### config.mk
export PLATFORM = sky130hd
export DESIGN_NAME = pipeline_control
export DESIGN_NICKNAME = d
export VERILOG_FILES = /design/src/rtl/pipeline_control.sv
export SDC_FILE = /design/constraint.sdc
export NUM_CORES = 1
export LEC_CHECK = 0
export ABC_AREA = 1
export BUFFER_PORTS_ARGS = -buffer_cell sky130_fd_sc_hd__buf_2
export CAP_MARGIN = 15
export CORE_UTILIZATION = 45
export DETAILED_ROUTE_END_ITERATION = 10
export PLACE_DENSITY = 0.78
export SLEW_MARGIN = 20
export SYNTH_ARGS = -nofsm -noshare
export SYNTH_HDL_FRONTEND = slang
export SYNTH_SLANG_ARGS = --single-unit
### constraint.sdc
create_clock -name clk -period 1.8 [get_ports clk]
set_clock_uncertainty 0.15 [all_clocks]
set_input_delay 0.09 -clock clk [delete_from_list [all_inputs] [get_ports clk]]
set_output_delay 0.09 -clock clk [all_outputs]
set_load 0.005 [all_outputs]
### src/rtl/pipeline_control.sv
// Stall/flush sequencer for the five-stage LEGv8 pipeline: load-use bubbles, branch
// redirects, data-memory wait freeze with timeout, post-reset clear and stall counting.
module pipeline_control #(
  parameter int INIT_CYCLES = 4,
  parameter int MEM_TIMEOUT = 16,
  parameter int CNT_W       = 16
) (
  input  logic             clk,
  input  logic             reset,
  input  logic [31:0]      id_instr,
  input  logic             ex_mem_read,
  input  logic [4:0]       ex_rd,
  input  logic             mem_branch_taken,
  input  logic             mem_access,
  input  logic             mem_ack,
  output logic             pc_write,
  output logic             if_id_en,
  output logic             id_ex_en,
  output logic             ex_mem_en,
  output logic             mem_wb_en,
  output logic             if_id_flush,
  output logic             id_ex_flush,
  output logic             ex_mem_flush,
  output logic             fault,
  output logic [1:0]       state,
  output logic [CNT_W-1:0] stall_cycles
);

  typedef enum logic [1:0] {
    INIT     = 2'd0,
    RUN      = 2'd1,
    MEM_WAIT = 2'd2,
    ERROR    = 2'd3
  } state_t;

  localparam int ICNT_W = (INIT_CYCLES < 1) ? 1 : $clog2(INIT_CYCLES + 1);
  localparam int WCNT_W = (MEM_TIMEOUT < 1) ? 1 : $clog2(MEM_TIMEOUT + 1);

  localparam logic [10:0] OP_ADD  = 11'b10001011000;
  localparam logic [10:0] OP_SUB  = 11'b11001011000;
  localparam logic [10:0] OP_AND  = 11'b10001010000;
  localparam logic [10:0] OP_ORR  = 11'b10101010000;
  localparam logic [10:0] OP_LDUR = 11'b11111000010;
  localparam logic [10:0] OP_STUR = 11'b11111000000;
  localparam logic [10:0] OP_CBZ  = 11'b10110100000;

  function automatic logic [CNT_W-1:0] sat_inc(input logic [CNT_W-1:0] v);
    return (&v) ? v : v + CNT_W'(1);
  endfunction

  state_t              cur_state, nxt_state;
  logic [ICNT_W-1:0]   init_cnt;
  logic [WCNT_W-1:0]   wait_cnt;
  logic                fault_q;
  logic                use_rn, use_rm, use_rt;
  logic                load_use, mem_wait;
  logic [4:0]          rn, rm, rt;

  assign rn = id_instr[9:5];
  assign rm = id_instr[20:16];
  assign rt = id_instr[4:0];

  // Immediate/shamt fields never name a source register.
  logic unused_imm;
  assign unused_imm = &{1'b0, id_instr[15:10]};

  // ID-stage source-register decode
  always_comb begin
    use_rn = 1'b0;
    use_rm = 1'b0;
    use_rt = 1'b0;
    case (id_instr[31:21])
      OP_ADD, OP_SUB, OP_AND, OP_ORR: begin use_rn = 1'b1; use_rm = 1'b1; end
      OP_LDUR:                        use_rn = 1'b1;
      OP_STUR:                        begin use_rn = 1'b1; use_rt = 1'b1; end
      OP_CBZ:                         use_rt = 1'b1;
      default:                        ;
    endcase
  end

  assign load_use = ex_mem_read && (ex_rd != 5'd31) &&
                    ((use_rn && ex_rd == rn) || (use_rm && ex_rd == rm) ||
                     (use_rt && ex_rd == rt));
  assign mem_wait = mem_access && !mem_ack;

  // Next-state and enable/flush decode
  always_comb begin
    nxt_state    = cur_state;
    pc_write     = 1'b0;
    if_id_en     = 1'b0;
    id_ex_en     = 1'b0;
    ex_mem_en    = 1'b0;
    mem_wb_en    = 1'b0;
    if_id_flush  = 1'b0;
    id_ex_flush  = 1'b0;
    ex_mem_flush = 1'b0;
    case (cur_state)
      INIT: begin
        if_id_flush  = 1'b1;
        id_ex_flush  = 1'b1;
        ex_mem_flush = 1'b1;
        if (init_cnt >= ICNT_W'(INIT_CYCLES - 1)) nxt_state = RUN;
      end
      RUN, MEM_WAIT: begin
        if (mem_wait) begin
          if (cur_state == RUN)
            nxt_state = (MEM_TIMEOUT <= 1) ? ERROR : MEM_WAIT;
          else if (wait_cnt >= WCNT_W'(MEM_TIMEOUT - 1))
            nxt_state = ERROR;
        end else begin
          nxt_state = RUN;
          if (mem_branch_taken) begin
            // A load_use here belongs to the wrong path and is dropped.
            pc_write     = 1'b1;
            if_id_en     = 1'b1;
            id_ex_en     = 1'b1;
            ex_mem_en    = 1'b1;
            mem_wb_en    = 1'b1;
            if_id_flush  = 1'b1;
            id_ex_flush  = 1'b1;
            ex_mem_flush = 1'b1;
          end else if (load_use) begin
            id_ex_en    = 1'b1;
            id_ex_flush = 1'b1;
            ex_mem_en   = 1'b1;
            mem_wb_en   = 1'b1;
          end else begin
            pc_write  = 1'b1;
            if_id_en  = 1'b1;
            id_ex_en  = 1'b1;
            ex_mem_en = 1'b1;
            mem_wb_en = 1'b1;
          end
        end
      end
      default: ;
    endcase
  end

  // State and counter registers
  always_ff @(posedge clk or posedge reset) begin
    if (reset) begin
      cur_state    <= INIT;
      init_cnt     <= '0;
      wait_cnt     <= '0;
      stall_cycles <= '0;
      fault_q      <= 1'b0;
    end else begin
      cur_state <= nxt_state;
      if (cur_state == INIT) init_cnt <= init_cnt + ICNT_W'(1);
      if (cur_state == RUN || cur_state == MEM_WAIT) begin
        if (!mem_wait)              wait_cnt <= '0;
        else if (cur_state == RUN)  wait_cnt <= WCNT_W'(1);
        else                        wait_cnt <= wait_cnt + WCNT_W'(1);
        if (!pc_write) stall_cycles <= sat_inc(stall_cycles);
      end
      if (nxt_state == ERROR) fault_q <= 1'b1;
    end
  end

  assign fault = fault_q;
  assign state = cur_state;

endmodule

==> reports/qor.yml <==
status:
  outcome: "complete, but fails checks"
  violations: "negative setup slack"
placed_design:
  io_buffers: 63
  gp_congestion: 0.8873
  placed_cells: 482
  placedInstanceArea_um2: 2743
  hpwl_um: 4066
drt:
  dr.first_iter.drc_count: 67
  ant_nets: 0
  vias: 2482
  avgViaCountPerCell: 4.944
  drc_errors: 0
  wl_per_cell_um: 11.93
  drt_wl_total_um: 5987
  drt-pass1-iter-count: 4
critical_path:
  critPathMaxFanout: 8
  crit_slowest_cell: "dfrtp_1"
  arrival_ns: 1.86
  path_buf_inv: 0
  criticalPathCategory: "flip-flop to flip-flop"
  cp.required_ns: 1.82
  slowest_delay_ns: 0.43
  cp_cell_sequence: "ha_4, nand3_4, nor2_4, nand3_2, nor3_4, a31oi_4, nand3_4, nand2_1, nand2_1"
  critPathTopFamily: "simple AND/OR/NAND/NOR gates"
  end_kind: "flip-flop"
  worst_setup_path_start_kind: "flip-flop"
cells_and_area:
  stdcell_count: 502
  drive_gt1_frac: 0.3241
  nFillCells: 406
  layout_commonest_cell: "nand2_1"
  final_area_um2: 3070
  antenna_cells: 0
  final_cell_mix: "nand2_1, buf_2, inv_1"
  area_growth_pct: 38.02
  utilization: 0.6458
  layout.nets: 487
global_route:
  grt_max_degree: 28
  grt_pass1_vias: 2195
  grt_pass1_wl_um: 8976
  antenna_found_initial: 0
  gr-usage-all-layers: 0.2125
  overflow: 0
clock_network:
  root_buffer: "clkbuf_8"
  clk_latency_ns: 0.28
  cts_buffers: 3
  clk_pin_slew_ns: 0.11
  clock-sinks: 27
  cts_buffer_depth: 2
  cts_max_level: 1
  cts_tree: "yes"
power_and_ir_drop:
  p_total_mw: 3.712
  ir_drop_mv: 0.6449
  p_leak_nw: 1.655
  p_per_area_nw_per_um2: 1209
timing:
  timing.final.ws_setup_ns: -0.03739
  max_freq_ghz: 0.5443
  setup_viol: 13
  fin_crit_ns: 1.837
  hold_viol_final: 0
  period_share: 1.021
  tns_ns: -0.1602
  rsz0062_at_grt: "true"
  worstMarginPinSlew_ns: 0.4056
  slew_viol_final: 0
  slew-limit-headroom: 0.7286
synthesis:
  synth_seq_cells: 27
  postSynthAreaPerCell_um2: 6.543
  ys_seq_area_frac: 0.3037
  yosysWarningCount: 0
  syn_inst: 340
  syn-cell-area_um2: 2225
  synth.distinct_cells: 28
  syn_nets: 391
job:
  maxCapViolCount: 0
floorplan:
  pin_count: 70
  die_h_um: 72.31
  dieWidth_um: 72.31
  design.die.area_um2: 5229
  core_um2: 4755
  rows: 25
  start_util: 0.4679
min_path:
  hold_path_class: "input pin to flip-flop"
## per-layer routing
metal,share of wire,global-route usage,vias to the layer above
li1,-,-,1253
met1,0.41,0.2595,1125
met2,0.51,0.3894,94
met3,0.066,0.02639,10
met4,0.014,0.06318,0
met5,0,0,-
## synthesized netlist by cell type
cell | n | area, um^2
buf_2 | 3 | 15.01
inv_2 | 6 | 22.52
buf_6 | 1 | 11.26
inv_1 | 50 | 187.7
a211oi_1 | 1 | 7.510
o21a_1 | 1 | 7.510
nor2_1 | 36 | 135.1
nand4_1 | 6 | 37.54
ha_1 | 8 | 100.1
nand2_4 | 1 | 11.26
o311ai_0 | 1 | 8.760
xor2_1 | 13 | 113.9
a31oi_4 | 1 | 21.27
dfrtp_1 | 27 | 675.7
nand3_4 | 1 | 17.52
nand3_1 | 31 | 155.2
nand2_1 | 108 | 405.4
a211o_1 | 1 | 8.760
nor3_4 | 1 | 16.27
o21ai_0 | 9 | 45.04
buf_4 | 4 | 30.03
a21oi_1 | 7 | 35.03
xnor2_1 | 7 | 61.31
nor2_2 | 2 | 12.51
nor3_1 | 10 | 50.05
o22ai_1 | 1 | 6.260
a31oi_1 | 1 | 6.260
nand3_2 | 2 | 20.02
## report_power, final
part,internal (mW),switching (mW)
sequential,0.739,0.120
combinational,1.15,1.33
clock,0.158,0.210
total,2.05,1.66
## worst paths after layout
path / startpoint / endpoint / slack, ns / cells after the start
worst max-delay path: stall_cycles[1]$_DFFE_PP0P_ / stall_cycles[15]$_DFFE_PP0P_ / -0.04 / 9
worst min-delay path: mem_branch_taken / stall_cycles[10]$_DFFE_PP0P_ / 0.17 / 6
worst max register to register: stall_cycles[1]$_DFFE_PP0P_ / stall_cycles[15]$_DFFE_PP0P_ / -0.04 / 9
worst min register to register: fault$_DFFE_PP0N_ / fault$_DFFE_PP0N_ / 0.32 / 2
max in group asynchronous: reset / wait_cnt[0]$_DFFE_PP0P_ / 0.97 / 4
min in group asynchronous: reset / stall_cycles[3]$_DFFE_PP0P_ / 0.25 / 4
## flip-flops by register name (all words and copies together), names as in the netlist
signal	count
stall_cycles	16
wait_cnt	5
init_cnt	3
state	2
fault	1
## area by class of cell
cell class,instances,area [um^2],area share
Multi-Input combinational cell,250,1424,0.4637
Sequential cell,27,675.6,0.2200
Timing Repair Buffer,98,618.1,0.2013
Inverter,56,220.2,0.07172
Tap cell,67,83.83,0.02730
Clock buffer,3,41.29,0.01345
Clock inverter,1,7.507,0.002445
## tightest hold or removal path, cell delays in order
cell and delay (ns):
buf_2 0.08, inv_1 0.07, nand3_2 0.13, nand2_8 0.09, nand3_1 0.07, nand2_1 0.05
## what timing repair did
action | CTS | global route
endpoints found under the hold margin | 27 | 0
cloned | 0 | 2
endpoints found under the setup margin | 6 | 24
hold buffers | 1 | 0
gates resized for setup | 8 | 31
setup buffers | 7 | 7
pin swaps | 4 | 8
## per-stage QoR
stage,setup WS (ns),hold WS (ns)
2_1_floorplan,-0.05174,-0.007285
3_3_place_gp,0.06329,0.01660
3_5_place_dp,0.02317,0.02063
4_1_cts,-0.01478,0.1624
5_1_grt,-0.1527,0.1945
6_report,-0.03739,0.1736
## logic make-up (layout without fill, tap and decap cells)
group | after synthesis | count (layout) | share of synthesized area
buffers and inverters | 64 | 158 | 0.1198
adder cells (fa/ha/maj) | 8 | 8 | 0.04500
flip-flops | 27 | 27 | 0.3037
XOR/XNOR | 20 | 20 | 0.07874
AO/OA/AOI/OAI | 23 | 23 | 0.06581
AND/OR/NAND/NOR | 198 | 199 | 0.3870
Note: power is estimated with default switching activity, not from simulation.
